===== src/rtl/data_sram_axi_bridge_pkg.sv =====
// Shared definitions for the data-side SRAM-like to AXI bridge:
// FSM state encoding, fixed AXI attribute values and the default master ID.
package data_sram_axi_bridge_pkg;

    typedef enum logic [2:0] {
        ST_IDLE,
        ST_RD_ADDR,
        ST_RD_DATA,
        ST_WR_REQ,
        ST_WR_RESP
    } bridge_state_t;

    localparam logic [7:0] AXI_LEN_SINGLE = 8'd0;
    localparam logic [1:0] AXI_BURST_INCR = 2'b01;
    localparam logic [3:0] AXI_CACHE_NONE = 4'd0;
    localparam logic [2:0] AXI_PROT_NONE  = 3'd0;
    localparam int         DATA_ID_DEF    = 1;

    // SRAM size code (0/1/2) widened to the 3-bit AXI size field
    function automatic logic [2:0] axi_size(input logic [1:0] sz);
        return {1'b0, sz};
    endfunction

endpackage


===== src/rtl/data_sram_axi_bridge.sv =====
// Data-side SRAM-like responder to single-beat AXI master, one transaction
// in flight. Define DATA_BRIDGE_POSTED_WR_EN to acknowledge writes before B.
module data_sram_axi_bridge
    import data_sram_axi_bridge_pkg::*;
#(
    parameter int ID_W    = 4,
    parameter int DATA_ID = DATA_ID_DEF
) (
    input  logic            clk,
    input  logic            reset,
    input  logic            data_sram_req,
    input  logic            data_sram_wr,
    input  logic [1:0]      data_sram_size,
    input  logic [31:0]     data_sram_addr,
    input  logic [31:0]     data_sram_wdata,
    input  logic [3:0]      data_sram_wstrb,
    output logic            data_sram_addr_ok,
    output logic            data_sram_data_ok,
    output logic [31:0]     data_sram_rdata,
    output logic [ID_W-1:0] arid,
    output logic [31:0]     araddr,
    output logic [7:0]      arlen,
    output logic [2:0]      arsize,
    output logic [1:0]      arburst,
    output logic            arlock,
    output logic [3:0]      arcache,
    output logic [2:0]      arprot,
    output logic            arvalid,
    input  logic            arready,
    input  logic [ID_W-1:0] rid,
    input  logic [31:0]     rdata,
    input  logic [1:0]      rresp,
    input  logic            rlast,
    input  logic            rvalid,
    output logic            rready,
    output logic [ID_W-1:0] awid,
    output logic [31:0]     awaddr,
    output logic [7:0]      awlen,
    output logic [2:0]      awsize,
    output logic [1:0]      awburst,
    output logic            awlock,
    output logic [3:0]      awcache,
    output logic [2:0]      awprot,
    output logic            awvalid,
    input  logic            awready,
    output logic [ID_W-1:0] wid,
    output logic [31:0]     wdata,
    output logic [3:0]      wstrb,
    output logic            wlast,
    output logic            wvalid,
    input  logic            wready,
    input  logic [ID_W-1:0] bid,
    input  logic [1:0]      bresp,
    input  logic            bvalid,
    output logic            bready
);

    bridge_state_t r_state;
    logic [31:0]   r_addr;
    logic [1:0]    r_size;
    logic [31:0]   r_wdata;
    logic [3:0]    r_wstrb;
    logic [31:0]   r_rdata;
    logic          r_arvalid;
    logic          r_rready;
    logic          r_awvalid;
    logic          r_wvalid;
    logic          r_bready;
    logic          r_data_ok;
    logic          w_aw_done;
    logic          w_w_done;
    logic          w_unused;

    // a channel counts as done once its valid is low or handshakes now
    assign w_aw_done = ~r_awvalid | awready;
    assign w_w_done  = ~r_wvalid | wready;

`ifdef DATA_BRIDGE_POSTED_WR_EN
    logic r_rd_pend;
    logic w_rd_slot;
    // while waiting for B, one read may be taken and parked
    assign w_rd_slot = (r_state == ST_WR_RESP) & ~r_rd_pend
                     & ~data_sram_wr;
    assign data_sram_addr_ok = data_sram_req
                             & ((r_state == ST_IDLE) | w_rd_slot);
`else
    assign data_sram_addr_ok = data_sram_req & (r_state == ST_IDLE);
`endif

    assign data_sram_data_ok = r_data_ok;
    assign data_sram_rdata   = r_rdata;

    assign arid    = ID_W'(DATA_ID);
    assign araddr  = r_addr;
    assign arlen   = AXI_LEN_SINGLE;
    assign arsize  = axi_size(r_size);
    assign arburst = AXI_BURST_INCR;
    assign arlock  = 1'b0;
    assign arcache = AXI_CACHE_NONE;
    assign arprot  = AXI_PROT_NONE;
    assign arvalid = r_arvalid;
    assign rready  = r_rready;

    assign awid    = ID_W'(DATA_ID);
    assign awaddr  = r_addr;
    assign awlen   = AXI_LEN_SINGLE;
    assign awsize  = axi_size(r_size);
    assign awburst = AXI_BURST_INCR;
    assign awlock  = 1'b0;
    assign awcache = AXI_CACHE_NONE;
    assign awprot  = AXI_PROT_NONE;
    assign awvalid = r_awvalid;

    assign wid    = ID_W'(DATA_ID);
    assign wdata  = r_wdata;
    assign wstrb  = r_wstrb;
    assign wlast  = 1'b1;
    assign wvalid = r_wvalid;
    assign bready = r_bready;

    // response IDs and status are not used for anything
    assign w_unused = ^{rid, rresp, rlast, bid, bresp};

    // request FSM with registered channel valids/readies and data_ok
    always_ff @(posedge clk) begin
        if (reset) begin
            r_state   <= ST_IDLE;
            r_addr    <= '0;
            r_size    <= '0;
            r_wdata   <= '0;
            r_wstrb   <= '0;
            r_rdata   <= '0;
            r_arvalid <= 1'b0;
            r_rready  <= 1'b0;
            r_awvalid <= 1'b0;
            r_wvalid  <= 1'b0;
            r_bready  <= 1'b0;
            r_data_ok <= 1'b0;
`ifdef DATA_BRIDGE_POSTED_WR_EN
            r_rd_pend <= 1'b0;
`endif
        end else begin
            r_data_ok <= 1'b0;
            if (data_sram_addr_ok) begin
                r_addr  <= data_sram_addr;
                r_size  <= data_sram_size;
                r_wdata <= data_sram_wdata;
                r_wstrb <= data_sram_wstrb;
            end
            unique case (r_state)
                ST_IDLE: begin
                    if (data_sram_req) begin
                        if (data_sram_wr) begin
                            r_awvalid <= 1'b1;
                            r_wvalid  <= 1'b1;
                            r_state   <= ST_WR_REQ;
                        end else begin
                            r_arvalid <= 1'b1;
                            r_state   <= ST_RD_ADDR;
                        end
                    end
                end
                ST_RD_ADDR: begin
                    if (arready) begin
                        r_arvalid <= 1'b0;
                        r_rready  <= 1'b1;
                        r_state   <= ST_RD_DATA;
                    end
                end
                ST_RD_DATA: begin
                    if (rvalid) begin
                        r_rready  <= 1'b0;
                        r_rdata   <= rdata;
                        r_data_ok <= 1'b1;
                        r_state   <= ST_IDLE;
                    end
                end
                ST_WR_REQ: begin
                    if (awready) r_awvalid <= 1'b0;
                    if (wready) r_wvalid <= 1'b0;
                    if (w_aw_done && w_w_done) begin
                        r_bready <= 1'b1;
                        r_state  <= ST_WR_RESP;
`ifdef DATA_BRIDGE_POSTED_WR_EN
                        r_data_ok <= 1'b1;
`endif
                    end
                end
                ST_WR_RESP: begin
`ifdef DATA_BRIDGE_POSTED_WR_EN
                    if (data_sram_addr_ok) r_rd_pend <= 1'b1;
                    if (bvalid) begin
                        r_bready <= 1'b0;
                        if (r_rd_pend || data_sram_addr_ok) begin
                            r_rd_pend <= 1'b0;
                            r_arvalid <= 1'b1;
                            r_state   <= ST_RD_ADDR;
                        end else begin
                            r_state <= ST_IDLE;
                        end
                    end
`else
                    if (bvalid) begin
                        r_bready  <= 1'b0;
                        r_data_ok <= 1'b1;
                        r_state   <= ST_IDLE;
                    end
`endif
                end
                default: r_state <= ST_IDLE;
            endcase
        end
    end

endmodule


===== config.mk =====
export PLATFORM = sky130hd
export DESIGN_NAME = data_sram_axi_bridge
export DESIGN_NICKNAME = d
export VERILOG_FILES = /design/src/rtl/data_sram_axi_bridge_pkg.sv /design/src/rtl/data_sram_axi_bridge.sv
export SDC_FILE = /design/constraint.sdc
export NUM_CORES = 1
export LEC_CHECK = 0
export ABC_AREA = 1
export CAP_MARGIN = 25
export CORE_MARGIN = 5
export CORE_UTILIZATION = 35
export DETAILED_ROUTE_END_ITERATION = 6
export PLACE_DENSITY = 0.8
export RECOVER_POWER = 25
export SLEW_MARGIN = 10
export SYNTH_ARGS = -nofsm -noshare
export SYNTH_HDL_FRONTEND = slang
export SYNTH_SLANG_ARGS = --single-unit

===== constraint.sdc =====
create_clock -name clk -period 2 [get_ports clk]
set_input_delay 0.4 -clock clk [delete_from_list [all_inputs] [get_ports clk]]
set_output_delay 0.4 -clock clk [all_outputs]
set_load 0.02 [all_outputs]

==> results of run 1 <==
-- synth_stat cells, drive strengths merged --
cell type,number
a211oi,1
a21oi,76
buf,105
clkbuf,12
conb,2
dfxtp,111
inv,16
nand2,155
nand3,7
nand3b,3
nor2,72
o21ai,36
-- what timing repair did --
action	CTS	global route
setup endpoints to repair	1	1
gates resized for setup	1	1
buffers inserted	0	0
hold buffers	0	0
-- state kept, by name, summed over array words and instances, names as in the netlist --
| signal | count |
|---|---|
| araddr | 32 |
| wstrb | 4 |
| arvalid | 1 |
| data_sram_rdata | 32 |
| r_state | 3 |
| wdata | 32 |
| rready | 1 |
| r_size | 2 |
| data_sram_data_ok | 1 |
| wvalid | 1 |
| awvalid | 1 |
| bready | 1 |
-- worst max path at each step --
stage | cells past startpoint | to | slack [ns] | from
6_report | 6 | data_sram_addr_ok | 0.1 | r_state[2]$_SDFFE_PP0P_
5_1_grt | 6 | data_sram_addr_ok | 0.008 | r_state[2]$_SDFFE_PP0P_
3_3_place_gp | 4 | data_sram_addr_ok | -0.07 | data_sram_req
4_1_cts | 6 | data_sram_addr_ok | 0.04 | r_state[2]$_SDFFE_PP0P_
2_1_floorplan | 6 | data_sram_addr_ok | 0.59 | r_state[1]$_SDFFE_PP0P_
3_5_place_dp | 4 | data_sram_addr_ok | -0.08 | data_sram_req
-- area by class of cell --
class / instances / area share [%]
inverter: 16 / 0.891
clock inverter: 4 / 0.726
tap: 184 / 3.04
sequential: 111 / 29.3
multi-input combinational: 401 / 27.8
timing repair buffer: 265 / 35.0
clock buffer: 12 / 3.25
-- metal layers --
layer / share of wire [%] / vias up / track usage (%)
li1: - / 2162 / -
met1: 39 / 1956 / 17.3
met5: 0 / - / 0
met4: 1.2 / 0 / 4.54
met2: 49 / 180 / 27.7
met3: 11 / 14 / 6.54
-- per-stage QoR --
step                setup TNS, ns  instances  util, %
floorplan                       0        645        -
global placement          -0.0681        977     50.6
detailed placement        -0.0767        977     50.6
CTS                             0        993     52.7
global route                    0        993     52.6
finish                          0        993     52.6
-- power breakdown --
part           leakage, uW  switching (uW)  internal, uW
registers         0.000908             285          2690
logic              0.00179            2330          1740
clock network     0.000143             819          1010
-- cells by family (layout without fill, tap and decap cells) --
group                  after synthesis  in the layout
AND/OR/NAND/NOR                    237            237
buffers and inverters              133            297
AO/OA/AOI/OAI                      113            113
flip-flops                         111            111
other                                2             51
-- placed cells by master (no fill, tap or decap), types with 3 or more instances in the layout --
cell             instances
clkdlybuf4s50_1        234
dfxtp_1                111
nand2_1                 91
nor2_1                  70
a21oi_2                 69
nand2_2                 63
conb_1                  51
o21ai_0                 36
dlygate4sd3_1           17
inv_1                   14
clkbuf_16                9
nand3_1                  7
a21oi_1                  7
buf_4                    6
clkbuf_1                 5
nand3b_1                 3
buf_12                   3
-- worst reg2reg max path: stages (launching register included) --
cell and delay, ns:
dfxtp_1 0.37, nor2_4 0.14, inv_2 0.06, nor2_4 0.15
nand2_4 0.09, inv_8 0.05, buf_4 0.15, buf_12 0.34
nand2_1 0.22, a21oi_2 0.12
==> metrics.yaml, run 1 <==
cp.buffers_inverters: 3
netlist_area_sq_um: 5130
vias: 4312
fin_crit_sh_pct: 95.0
hold_ws_ns: 0.401
grt_pass1_wl_mm: 21.3
r2r_end: "wstrb[1]$_SDFFE_PP0P_"
slew_viol_final: 0
worst_ep_arrival_time_ns: 1.50
pre_cts_ws_ns: -0.0767
gr-usage-all-layers_pct: 15.7
synth_top_family_by_area: "simple AND/OR/NAND/NOR gates"
drive_above_1_share_pct: 19.9
clock_skew_ns: 0.00625
timing.final.ws_setup_ns: 0.0993
cp_common_cell: "nor2_4"
ys.warnings.count: 0
ctsRootBufferMaster: "clkbuf_16"
final_cell_area_sq_um: 7580
cts_tree: "yes"
htreeDepth: 3
first_iter_violations: 167
start_util_pct: 35.5
crit_fanout: 5
grt_overflow: 0
grt_pass1_vias: 4278
ys_ff_latch: 111
synth_compound_area_share_pct: 16.1
cts_buffer_depth: 2
setup_viol_count_final: 0
critical_path.top_delay_family: "buffers and inverters"
multi_input_area_sq_um: 2110
seq_area_sq_um: 2220
finalWirelength_mm: 14.1
cts_made_buffers: 9
outcome: "finished clean"
antenna_left: 0
clk_latency_ns: 0.34
seq_area_frac_synth_pct: 43.3
end_kind: "primary output"
slowest_stage: "dfxtp_1"
syn-instance-count: 596
whs_path_depth: 4
min_path_type: "input pin to flip-flop"
crit_required_ns: 1.60
path_clk_slew_ns: 0.07
synth_adder_area_share_pct: 0
gp_congestion: 0.782
synth_top_area_cell: "dfxtp_1"
reg2reg_slack_ns: 0.24
ios: 318
grt_max_degree: 75
place_area_sq_um: 7300
path_cells: "nor2_4, inv_2, nor2_4, nand2_4, inv_8, clkdlybuf4s15_1"
hpwl_mm: 10.3
hold_violations: 0
period_needed_ns: 1.90
cp-start-kind: "flip-flop"
path_class: "flip-flop to primary output"
worst_pin_slew_ns: 0.629
clock.fmax_mhz: 526
r2r_cells: 9
post-route-drc-count: 0
ir_drop_v: 0.000573
rows: 44
p_leak_uw: 0.00284
grt_setup_unrepaired: "no"
nNetsFinal: 928
drtPass1Iterations: 4
detail_route.wl_per_cell_um: 14.2
viasPerCell: 4.34
min-delay-start: "reset"
slowest_delay_ns: 0.37
max_slew_margin_pct: 58.0
dieWidth_um: 131
synth_xor_area_share_pct: 0
synth.distinct_cells: 22
coreArea_sq_um: 14400
die_area_sq_um: 17200
synth-simple-area-share_pct: 21.4
power.total_uw: 8860
cap_violations: 0
grt_antenna_before_repair: 0
synthTopCellsByArea: "dfxtp_1 43%, buf_4 12%, a21oi_2 12%"
clock_sinks: 111
power.density_nw_per_um2: 1170
numPortBuffers: 253
syn_to_final_growth_pct: 47.9
r2r_start: "r_state[2]$_SDFFE_PP0P_"
syn_avg_cell_area_sq_um: 8.60
muxShareOfSynthArea_pct: 0
yosysTopAreaCellShare_pct: 43.3
die_y_um: 131
fillers: 1334
insertedDiodeCount: 0
hold-path-endpoint: "data_sram_rdata[24]$_SDFFE_PP0P_"
(Power assumes the default switching activity.)
==> run 2: changes to the inputs <==
--- a/config.mk
+++ b/config.mk
@@ -5,12 +5,11 @@
 export SDC_FILE = /design/constraint.sdc
 export NUM_CORES = 1
 export LEC_CHECK = 0
-export ABC_AREA = 1
 export CAP_MARGIN = 25
 export CORE_MARGIN = 5
 export CORE_UTILIZATION = 35
 export DETAILED_ROUTE_END_ITERATION = 6
-export PLACE_DENSITY = 0.8
+export PLACE_DENSITY = 0.83
 export RECOVER_POWER = 25
 export SLEW_MARGIN = 10
 export SYNTH_ARGS = -nofsm -noshare
==> run 2 against run 1 <==
Net effect: fmax increased by 4.6%; count of clock-buffer cells in the layout decreased by 1; non-clock buffer count increased by 13; power decreased by 35%; cell area decreased by 4.2%; via count increased by 0.32%; combinational power decreased by 66%; register-to-register slack got worse by 0.05 ns; clock power increased by 5%.
==> metrics.yaml, run 2 <==
ys.warnings.count: 0
p_leak_uw: 0.00270
finalWirelength_mm: 13.9
fin_crit_sh_pct: 90.8
ir_drop_v: 0.000453
setup_viol_count_final: 0
synth_most_common_cell: "nand2_1"
clock.fmax_mhz: 551
hold_ws_ns: 0.450
fillers: 1212
syn_to_final_growth_pct: 57.6
synth_edf_count: 0
grt_max_degree: 57
netlist_area_sq_um: 4610
path_clk_slew_ns: 0.07
htreeDepth: 3
hold_violations: 0
end_kind: "primary output"
clock_sinks: 111
layout_commonest_cell: "clkdlybuf4s50_1"
whs_path_depth: 2
seq_area_frac_synth_pct: 48.2
antenna_left: 0
gp_congestion: 0.829
utilization_pct: 55.5
coreArea_sq_um: 13100
pre_cts_ws_ns: -0.318
drive_above_1_share_pct: 4.63
r2r_cells: 6
path_cells: "or4b_4, inv_6, buf_12"
final_cell_area_sq_um: 7260
period_needed_ns: 1.82
hold-path-endpoint: "wstrb[1]$_SDFFE_PP0P_"
grt_antenna_before_repair: 0
dr_wl_met3_mm: 1.07
ys_ff_latch: 111
place_area_sq_um: 6950
clk_latency_ns: 0.34
detail_route.wl_per_cell_um: 14.2
synth_top_area_cell: "dfxtp_1"
power.density_nw_per_um2: 792
timing.final.ws_setup_ns: 0.184
crit_required_ns: 1.60
drtPass1Iterations: 4
path_class: "flip-flop to primary output"
min-delay-start: "wstrb[1]$_SDFFE_PP0P_"
nNetsFinal: 921
cts_made_buffers: 9
vias: 4326
reg2reg_slack_ns: 0.19
dieWidth_um: 125
grt_pass1_wl_mm: 20.9
ios: 318
synthTopCellsByArea: "dfxtp_1 48%, nand2_1 17%, buf_4 14%"
yosysTopAreaCellShare_pct: 48.2
max_slew_margin_pct: 63.6
slowest_delay_ns: 0.57
numPortBuffers: 253
r2r_start: "r_state[1]$_SDFFE_PP0P_"
post-route-drc-count: 0
rows: 42
cp-start-kind: "flip-flop"
die_area_sq_um: 15600
cts_tree: "yes"
grt_overflow: 0
critical_path.top_delay_family: "simple AND/OR/NAND/NOR gates"
mostFrequentLayoutCells: "247 x clkdlybuf4s50_1, 206 x nand2_1, 111 x dfxtp_1"
ys_top_cells_by_count: "206 x nand2_1, 111 x dfxtp_1, 109 x a21oi_1, 85 x buf_4, 25 x clkbuf_1"
grt_setup_unrepaired: "no"
insertedDiodeCount: 0
ctsHoldBuffers: 0
hpwl_mm: 10.7
clock_skew_ns: 0.00635
viasPerCell: 4.43
gr-usage-all-layers_pct: 16.5
slowest_stage: "or4b_4"
worst_ep_arrival_time_ns: 1.42
wl_met2_mm: 7.26
cap_violations: 0
start_util_pct: 35.2
die_y_um: 125
first_iter_violations: 167
ys.flop_type: "dfxtp_1"
syn-instance-count: 583
worst_pin_slew_ns: 0.546
drt-met1-wl_mm: 5.30
cts_buffer_depth: 2
min_path_type: "flip-flop to flip-flop"
grt_pass1_vias: 3915
synth.distinct_cells: 25
outcome: "finished clean"
syn_avg_cell_area_sq_um: 7.91
ctsRootBufferMaster: "clkbuf_16"
cp.buffers_inverters: 2
crit_fanout: 2
r2r_end: "wdata[26]$_SDFFE_PP0P_"
async_reset_ff_share_pct: 0
slew_viol_final: 0
top_layer: "met4"
run 2: changes by cell type after synthesis, moves of 7 or more:
cell	delta
a21oi_1	+102
a21oi_2	-69
buf_12	-7
clkbuf_1	+13
inv_1	-12
nand2_1	+115
nand2_2	-63
nor2_1	-67
o21ai_0	-36
run 2: worst min-delay path, stage by stage, from the launching register on:
cell and delay [ns]:
dfxtp_1 0.30, nand2_1 0.05, a21oi_1 0.05
run 2: repair_timing:
item,CTS,global route
setup endpoints to repair,1,0
endpoints found under the hold margin,0,0
buffers inserted,2,0
gates resized for setup,4,0
run 2: final cells by class:
type                    count  area (sq um)  share of cell area (%)
clock inverters             3          67.6                   0.930
flip-flops and latches    111          2220                    30.6
repair buffers            278          2760                    38.0
well taps                 176           220                    3.03
clock buffers              11           253                    3.48
inverters                   2          12.5                   0.172
multi-input cells         395          1730                    23.8
run 2: kinds of logic after synthesis:
kind of cell    count (synthesis)  share of synthesized area, %
other cells                     2                         0.163
compound gates                119                          13.5
buf+inv                       126                          18.6
simple gates                  225                          19.5
flops                         111                          48.2
run 2: worst max-delay path by stage:
stage                                        from                     end  depth (start not counted)
after floorplan                     data_sram_req       data_sram_addr_ok                          5
after global placement              data_sram_req       data_sram_addr_ok                          4
after detailed placement            data_sram_req    awvalid$_SDFFE_PP0P_                          6
after CTS                 r_state[1]$_SDFFE_PP0P_       data_sram_addr_ok                          3
after global routing      r_state[1]$_SDFFE_PP0P_  wdata[21]$_SDFFE_PP0P_                          6
final                     r_state[1]$_SDFFE_PP0P_       data_sram_addr_ok                          3
run 2: power breakdown:
group	switching [uW]	internal (uW)	leakage, uW	total, uW
clock network	763	1150	0.000154	1920
logic	730	668	0.00164	1400
registers	88.8	2350	0.000907	2440
total	1580	4170	0.00270	5750
run 2: through the flow:
| stage | setup TNS [ns] | total power, uW | cells |
|---|---|---|---|
| floorplan | 0 | 3300 | 632 |
| global placement | -16.70 | 3880 | 960 |
| detailed placement | -17.92 | 3910 | 960 |
| CTS | 0 | 5850 | 976 |
| global route | 0 | 6010 | 976 |
| finish | 0 | 5750 | 976 |
run 2: per-layer routing:
| layer | vias up | GRT usage [%] |
|---|---|---|
| met3 | 16 | 4.97 |
| met2 | 161 | 29.6 |
| met1 | 1999 | 18.5 |
| met5 | - | 0 |
| met4 | 0 | 5.74 |
| li1 | 2150 | - |
==> run 3: changes to the inputs <==
--- a/config.mk
+++ b/config.mk
@@ -11,6 +11,7 @@
 export DETAILED_ROUTE_END_ITERATION = 6
 export PLACE_DENSITY = 0.83
 export RECOVER_POWER = 25
+export SETUP_SLACK_MARGIN = 0.02
 export SLEW_MARGIN = 10
 export SYNTH_ARGS = -nofsm -noshare
 export SYNTH_HDL_FRONTEND = slang
==> results of run 3 <==
Final layout, timing and power as in run 2 (identical DEF).
